## config.mk

```make
export PLATFORM = sky130hd
export DESIGN_NAME = div_iter_param_flat
export DESIGN_NICKNAME = d
export VERILOG_FILES = /design/src/rtl/div_iter_param_pkg.sv /design/src/rtl/div_iter_param_if.sv /design/src/rtl/div_sign_fix.sv /design/src/rtl/div_iter_param.sv /design/src/flat_wrapper.sv
export SDC_FILE = /design/constraint.sdc
export NUM_CORES = 1
export LEC_CHECK = 0
export CAP_MARGIN = 20
export CORE_MARGIN = 4
export CORE_UTILIZATION = 47
export CTS_BUF_LIST = sky130_fd_sc_hd__clkbuf_4 sky130_fd_sc_hd__clkbuf_8
export DETAILED_ROUTE_END_ITERATION = 8
export GPL_TIMING_DRIVEN = 0
export PLACE_DENSITY_LB_ADDON = 0.15
export RECOVER_POWER = 100
export SYNTH_ARGS = -nofsm -noshare
export SYNTH_HDL_FRONTEND = slang
export SYNTH_HIERARCHICAL = 1
export SYNTH_SLANG_ARGS = --single-unit
```

## constraint.sdc

```tcl
create_clock -name clk -period 6.1 [get_ports clk]
set_clock_uncertainty 0.15 [all_clocks]
set_input_delay 1.83 -clock clk [delete_from_list [all_inputs] [get_ports clk]]
set_output_delay 1.83 -clock clk [all_outputs]
set_load 0.03 [all_outputs]
```

## src/rtl/div_iter_param_pkg.sv

```systemverilog
// Shared types and constants for the iterative divider.
// Fixup-lane indices select one of the four conditional-negate instances.
package div_iter_param_pkg;

  typedef enum logic [1:0] {
    ST_IDLE = 2'd0,
    ST_CALC = 2'd1,
    ST_DONE = 2'd2
  } div_state_e;

  localparam int DIV_WIDTH = 32;
  localparam int DIV_TAG_W = 5;

  localparam int FIX_ABS_X = 0;
  localparam int FIX_ABS_Y = 1;
  localparam int FIX_Q     = 2;
  localparam int FIX_R     = 3;
  localparam int FIX_N     = 4;

endpackage

```

## src/rtl/div_iter_param_if.sv

```systemverilog
// Request/response handshake between the issue stage and the divider.
// The master side issues operands and collects the result.
interface div_iter_param_if #(
  parameter int WIDTH = 32,
  parameter int TAG_W = 5
);
  logic             in_valid;
  logic             in_ready;
  logic             in_signed;
  logic [WIDTH-1:0] in_x;
  logic [WIDTH-1:0] in_y;
  logic [TAG_W-1:0] in_tag;
  logic             out_valid;
  logic             out_ready;
  logic [WIDTH-1:0] out_q;
  logic [WIDTH-1:0] out_r;
  logic [TAG_W-1:0] out_tag;

  modport master (
    output in_valid, in_signed, in_x, in_y, in_tag, out_ready,
    input  in_ready, out_valid, out_q, out_r, out_tag
  );

  modport slave (
    input  in_valid, in_signed, in_x, in_y, in_tag, out_ready,
    output in_ready, out_valid, out_q, out_r, out_tag
  );
endinterface

```

## src/rtl/div_sign_fix.sv

```systemverilog
// Combinational conditional two's-complement negate, WIDTH-bit wrap.
module div_sign_fix #(
  parameter int WIDTH = 32
) (
  input  logic             neg,
  input  logic [WIDTH-1:0] a,
  output logic [WIDTH-1:0] y
);
  localparam logic [WIDTH-1:0] ONE = {{(WIDTH-1){1'b0}}, 1'b1};

  assign y = neg ? (~a + ONE) : a;
endmodule

```

## src/rtl/div_iter_param.sv

```systemverilog
// Multi-cycle radix-2 restoring divider with tag passthrough, flush cancel,
// defined divide-by-zero result and optional early-out when |x| < |y|.
module div_iter_param
  import div_iter_param_pkg::*;
#(
  parameter int WIDTH     = DIV_WIDTH,
  parameter int TAG_W     = DIV_TAG_W,
  parameter int EARLY_OUT = 1
) (
  input  logic            clk,
  input  logic            reset,
  input  logic            flush,
  output logic            busy,
  div_iter_param_if.slave bus
);
  localparam int               CNT_W    = $clog2(WIDTH);
  localparam logic [CNT_W-1:0] LAST_CNT = CNT_W'(WIDTH - 1);

  div_state_e       state_reg, state_next;
  logic [CNT_W-1:0] count_reg;
  logic [WIDTH-1:0] quo_reg;
  logic [WIDTH-1:0] rem_reg;
  logic [WIDTH-1:0] dvs_reg;
  logic [TAG_W-1:0] tag_reg;
  logic             sign_q_reg;
  logic             sign_r_reg;
  logic             early_reg;
  logic             accept;

  logic [FIX_N-1:0] fix_neg;
  logic [WIDTH-1:0] fix_in  [FIX_N];
  logic [WIDTH-1:0] fix_out [FIX_N];

  logic             neg_x, neg_y, y_zero, x_lt_y;
  logic [WIDTH:0]   trial, diff;

  assign neg_x  = bus.in_signed & bus.in_x[WIDTH-1];
  assign neg_y  = bus.in_signed & bus.in_y[WIDTH-1];
  assign y_zero = (bus.in_y == '0);

  assign fix_neg[FIX_ABS_X] = neg_x;
  assign fix_in[FIX_ABS_X]  = bus.in_x;
  assign fix_neg[FIX_ABS_Y] = neg_y;
  assign fix_in[FIX_ABS_Y]  = bus.in_y;
  assign fix_neg[FIX_Q]     = sign_q_reg;
  assign fix_in[FIX_Q]      = quo_reg;
  assign fix_neg[FIX_R]     = sign_r_reg;
  assign fix_in[FIX_R]      = rem_reg;

  for (genvar gi = 0; gi < FIX_N; gi++) begin : g_fix
    div_sign_fix #(.WIDTH(WIDTH)) u_fix (
      .neg (fix_neg[gi]),
      .a   (fix_in[gi]),
      .y   (fix_out[gi])
    );
  end

  assign x_lt_y = (EARLY_OUT != 0) && (fix_out[FIX_ABS_X] < fix_out[FIX_ABS_Y]);

  // Borrow out of the (WIDTH+1)-bit trial subtract is the inverted quotient bit.
  assign trial = {rem_reg, quo_reg[WIDTH-1]};
  assign diff  = trial - {1'b0, dvs_reg};

  always_ff @(posedge clk) begin
    if (reset) state_reg <= ST_IDLE;
    else       state_reg <= state_next;
  end

  always_comb begin
    state_next = state_reg;
    accept     = 1'b0;
    case (state_reg)
      ST_IDLE: if (bus.in_valid && !flush) begin
        state_next = ST_CALC;
        accept     = 1'b1;
      end
      ST_CALC: if (early_reg || count_reg == LAST_CNT) state_next = ST_DONE;
      ST_DONE: if (bus.out_ready) state_next = ST_IDLE;
      default: state_next = ST_IDLE;
    endcase
    if (flush) state_next = ST_IDLE;
  end

  always_ff @(posedge clk) begin
    if (reset) begin
      count_reg  <= '0;
      quo_reg    <= '0;
      rem_reg    <= '0;
      dvs_reg    <= '0;
      tag_reg    <= '0;
      sign_q_reg <= 1'b0;
      sign_r_reg <= 1'b0;
      early_reg  <= 1'b0;
    end else if (accept) begin
      count_reg <= '0;
      tag_reg   <= bus.in_tag;
      dvs_reg   <= fix_out[FIX_ABS_Y];
      if (y_zero) begin
        // Raw result, no sign fixup: q all ones, r = dividend as given.
        quo_reg    <= '1;
        rem_reg    <= bus.in_x;
        sign_q_reg <= 1'b0;
        sign_r_reg <= 1'b0;
        early_reg  <= 1'b1;
      end else if (x_lt_y) begin
        quo_reg    <= '0;
        rem_reg    <= fix_out[FIX_ABS_X];
        sign_q_reg <= neg_x ^ neg_y;
        sign_r_reg <= neg_x;
        early_reg  <= 1'b1;
      end else begin
        quo_reg    <= fix_out[FIX_ABS_X];
        rem_reg    <= '0;
        sign_q_reg <= neg_x ^ neg_y;
        sign_r_reg <= neg_x;
        early_reg  <= 1'b0;
      end
    end else if (state_reg == ST_CALC && !early_reg) begin
      quo_reg   <= {quo_reg[WIDTH-2:0], ~diff[WIDTH]};
      rem_reg   <= diff[WIDTH] ? trial[WIDTH-1:0] : diff[WIDTH-1:0];
      count_reg <= count_reg + CNT_W'(1);
    end
  end

  assign bus.in_ready  = (state_reg == ST_IDLE);
  assign bus.out_valid = (state_reg == ST_DONE);
  assign bus.out_q     = fix_out[FIX_Q];
  assign bus.out_r     = fix_out[FIX_R];
  assign bus.out_tag   = tag_reg;
  assign busy          = (state_reg != ST_IDLE);

endmodule
```

## src/flat_wrapper.sv

```systemverilog
// flat-port wrapper written by rule: the top's interface ports become plain ports
module div_iter_param_flat import div_iter_param_pkg::*;
#(
  parameter int WIDTH     = DIV_WIDTH,
  parameter int TAG_W     = DIV_TAG_W,
  parameter int EARLY_OUT = 1
)
  (clk, reset, flush, busy, bus_in_valid, bus_in_signed, bus_in_x, bus_in_y, bus_in_tag, bus_out_ready, bus_in_ready, bus_out_valid, bus_out_q, bus_out_r, bus_out_tag);
  div_iter_param_if #(.WIDTH(WIDTH), .TAG_W(TAG_W)) bus_i ();
  input  logic clk;
  input  logic reset;
  input  logic flush;
  output logic busy;
  input wire logic [$bits(bus_i.in_valid)-1:0] bus_in_valid;
  input wire logic [$bits(bus_i.in_signed)-1:0] bus_in_signed;
  input wire logic [$bits(bus_i.in_x)-1:0] bus_in_x;
  input wire logic [$bits(bus_i.in_y)-1:0] bus_in_y;
  input wire logic [$bits(bus_i.in_tag)-1:0] bus_in_tag;
  input wire logic [$bits(bus_i.out_ready)-1:0] bus_out_ready;
  output wire logic [$bits(bus_i.in_ready)-1:0] bus_in_ready;
  output wire logic [$bits(bus_i.out_valid)-1:0] bus_out_valid;
  output wire logic [$bits(bus_i.out_q)-1:0] bus_out_q;
  output wire logic [$bits(bus_i.out_r)-1:0] bus_out_r;
  output wire logic [$bits(bus_i.out_tag)-1:0] bus_out_tag;
  assign bus_i.in_valid = bus_in_valid;
  assign bus_i.in_signed = bus_in_signed;
  assign bus_i.in_x = bus_in_x;
  assign bus_i.in_y = bus_in_y;
  assign bus_i.in_tag = bus_in_tag;
  assign bus_i.out_ready = bus_out_ready;
  assign bus_in_ready = bus_i.in_ready;
  assign bus_out_valid = bus_i.out_valid;
  assign bus_out_q = bus_i.out_q;
  assign bus_out_r = bus_i.out_r;
  assign bus_out_tag = bus_i.out_tag;
  div_iter_param #(.WIDTH(WIDTH), .TAG_W(TAG_W), .EARLY_OUT(EARLY_OUT)) u_core (.clk(clk), .reset(reset), .flush(flush), .busy(busy), .bus(bus_i));
endmodule
```

==> Implementation_results.wiki <==
{| class="wikitable"
! Metric !! Value
|-
| Result of the run || complete, but fails checks
|-
| Violations in the final reports || DRC, capacitance limit
|-
| Max transition margin || 0.00665
|-
| Die X-Extent || 159 um
|-
| Buffering stage count on the worst path with inverters included || 3
|-
| Critical Path RT || 6.25 ns
|-
| Pre-antenna DRT Iters || 9
|-
| Fraction of the yosys area taken by sequential cells || 0.208
|-
| Routability congestion estimate from global placement || 0.984
|-
| VDD IR max || 189 uV
|-
| Startpoint type of the worst setup path || input port
|-
| Number of clock buffers inserted by TritonCTS || 9
|-
| Slowest-stage cell, CP || clkdlybuf4s50_1
|-
| Number of flops mapped to enable cells by yosys || 0
|-
| Number of maximum-capacitance constraint violations || 1
|-
| Share of async-settable or async-resettable flops after synthesis || 0
|-
| Fin. max-slew vios || 0
|-
| Final Cycle Share || 0.978
|-
| Effective utilization at floorplan || 0.484
|-
| Vias per std cell || 6.23
|-
| Placed wire-length estimate after detailed placement || 32400 um
|-
| Synth cell types || 71
|-
| Power density of the placed cells || 272 nW/um2
|-
| Number of inserted diodes || 0
|-
| H-Tree Level Count || 3
|-
| Worst Hold Class || reg2reg
|-
| Worst setup slack before clock tree synthesis || -0.699 ns
|-
| Nature of the critical path endpoint || flop
|-
| Most common cell after layout, fill and taps aside || nand2_1
|-
| Family with the most delay on the worst path || simple AND/OR/NAND/NOR gates
|-
| Remaining global-route overflow || 0
|-
| Number of antenna violations at the first check in global routing || 0
|-
| Peak per-stage delay on the critical path || 0.56 ns
|-
| Final net count || 1703
|-
| Master cell of the clock root buffer || clkbuf_8
|-
| GRT Overall Usage || 0.306
|-
| Final setup viols || 0
|-
| TritonCTS clock tree || yes
|-
| Clock latency of the later-clocked register in the worst-skew pair || 0.41 ns
|-
| Slew @ Worst Pin || 1.48 ns
|-
| Number of vias in the routed layout || 11500
|-
| Post-route standard cell area excluding fillers || 13100 um2
|-
| Remaining antenna violation count after routing || 0
|-
| Static leakage || 5.11 nW
|-
| IO Pins || 147
|-
| Count of endpoints failing hold in the final timing report || 0
|-
| Vert. Die Dim || 159 um
|-
| Initial DRC Count || 1236
|-
| Mapped cell area || 10700 um2
|-
| Arrival time at the worst endpoint || 6.11 ns
|-
| Routed WL || 40400 um
|-
| Buffers added on ports || 145
|-
| Commonest register cell after synthesis || dfxtp_1
|-
| CORE AREA || 22100 um2
|-
| Pin count of the biggest net entering global routing || 22
|-
| Synthesized netlist net count || 1533
|-
| Avg Cell Area, Syn || 7.70 um2
|-
| Most frequent cells in the layout || nand2_1 (190), a21oi_1 (145), xnor2_1 (128)
|-
| Post-synthesis sequential element count || 111
|-
| FMAX || 168 MHz
|-
| Overall die area || 25200 um2
|-
| Placed Area || 12500 um2
|-
| Std cell rows || 54
|-
| Setup slack of the critical path after layout || 0.137 ns
|-
| Layout filler cell count || 2091
|-
| Residual DRC || 16
|-
| List of cells traversed by the critical path || clkdlybuf4s50_1, nor4_4, buf_4, nand2_1, o41ai_2, xnor2_1, ha_1, nand4_1, nor4_4, o211ai_1, nand2_1, a31oi_1, nor3b_2, buf_2, a222oi_1, nor2_1, a221o_1
|-
| Deepest clock path buffer count || 2
|-
| Setup CP Type || in2reg
|-
| Wire per inst || 21.9 um
|-
| Synth Warn # || 6
|-
| Synth-to-layout area growth || 22.5%
|-
| Fraction of layout cells with a size suffix above 1 || 0.0896
|-
| Clock transition time at the flip-flop clock pins of the worst setup and hold paths || 0.13 ns
|-
| Synthesized netlist cell count || 1388
|-
| Via count of the first global-routing pass || 10700
|-
| Fin crit period || 5.96 ns
|-
| Clock net sink count || 111
|-
| First-pass GRT wire length || 62000 um
|-
| Final worst hold slack || 0.312 ns
|-
| Largest fanout on the critical path || 10
|}
-- tightest hold or removal path, cell delays in order, from the launching register on --
cell     delay, ns
dfxtp_1       0.33
nand2_1       0.05
a21oi_1       0.05
-- timing repair --
item                       4_1_cts  5_1_grt
setup endpoints to repair       53       61
setup buffers                    9        5
pin swaps                        5        9
gates resized for setup          9       48
hold buffers                     0        0
-- routing by layer --
metal,track usage,vias to the layer above,routed length [um]
met5,0,-,0
met4,0.0895,0,1210
met3,0.0544,83,3650
met2,0.504,556,18500
met1,0.413,5420,17000
li1,-,5426,-
-- worst paths after layout --
path                            slack (ns)                                from  depth (start not counted)                                 end
worst min register to register        0.31  u_core/bus.out_tag[1]$_SDFFE_PP0P_                          2  u_core/bus.out_tag[1]$_SDFFE_PP0P_
worst max register to register        1.98     u_core/quo_reg[31]$_SDFFE_PP0P_                         12     u_core/rem_reg[11]$_SDFFE_PP0P_
worst min-delay path                  0.31  u_core/bus.out_tag[1]$_SDFFE_PP0P_                          2  u_core/bus.out_tag[1]$_SDFFE_PP0P_
worst max-delay path                  0.14                        bus_in_x[10]                         17     u_core/rem_reg[19]$_SDFFE_PP0P_
-- final cells by class --
class	count	area, um2	area share
Buffer	79	354	0.0270
Clock buffer	9	124	0.00946
Clock inverter	7	98.8	0.00755
Inverter	77	289	0.0221
Multi-Input combinational cell	1121	8080	0.617
Sequential cell	111	2220	0.170
Tap cell	280	350	0.0268
Timing Repair Buffer	159	1570	0.120
-- per-stage QoR --
stage	instances	TNS [ns]	utilization	total power (W)
after floorplan	1388	0	-	0.00236
after global placement	1813	-28.91	0.565	0.00300
after detailed placement	1813	-33.77	0.565	0.00301
after CTS	1838	0	0.581	0.00353
after global routing	1843	-1.21	0.593	0.00377
final	1843	0	0.593	0.00356
-- synth_stat cells (all sizes together) (13+ instances only) --
cell / n / area share
nand2: 192 / 0.067
a21oi: 148 / 0.071
xnor2: 141 / 0.12
dfxtp: 111 / 0.21
o21ai: 90 / 0.043
inv: 77 / 0.027
ha: 69 / 0.081
nor2: 61 / 0.023
clkbuf: 53 / 0.019
nor2b: 42 / 0.025
nor4: 37 / 0.044
o41ai: 37 / 0.042
o31ai: 33 / 0.023
a222oi: 32 / 0.030
nand3: 32 / 0.015
buf: 26 / 0.014
a221o: 24 / 0.022
nor3: 22 / 0.010
nand2b: 20 / 0.012
nand4: 18 / 0.011
a21o: 13 / 0.0091
xor2: 13 / 0.012
-- power by group --
group	total (W)	internal, W	switching (W)
Sequential	0.000922	0.000789	0.000133
Combinational	0.00213	0.000820	0.00131
Clock	0.000507	0.000202	0.000305
-- cell families (layout without fill, tap and decap cells) --
logic type	after synthesis	in the layout	synth area share
compound gates	422	422	0.277
mux	3	3	0.00281
fa+ha+maj	70	70	0.0827
xor+xnor	154	154	0.128
buf+inv	156	331	0.0595
flops	111	111	0.208
simple gates	472	472	0.242
Note: power is estimated with default switching activity, not from simulation.
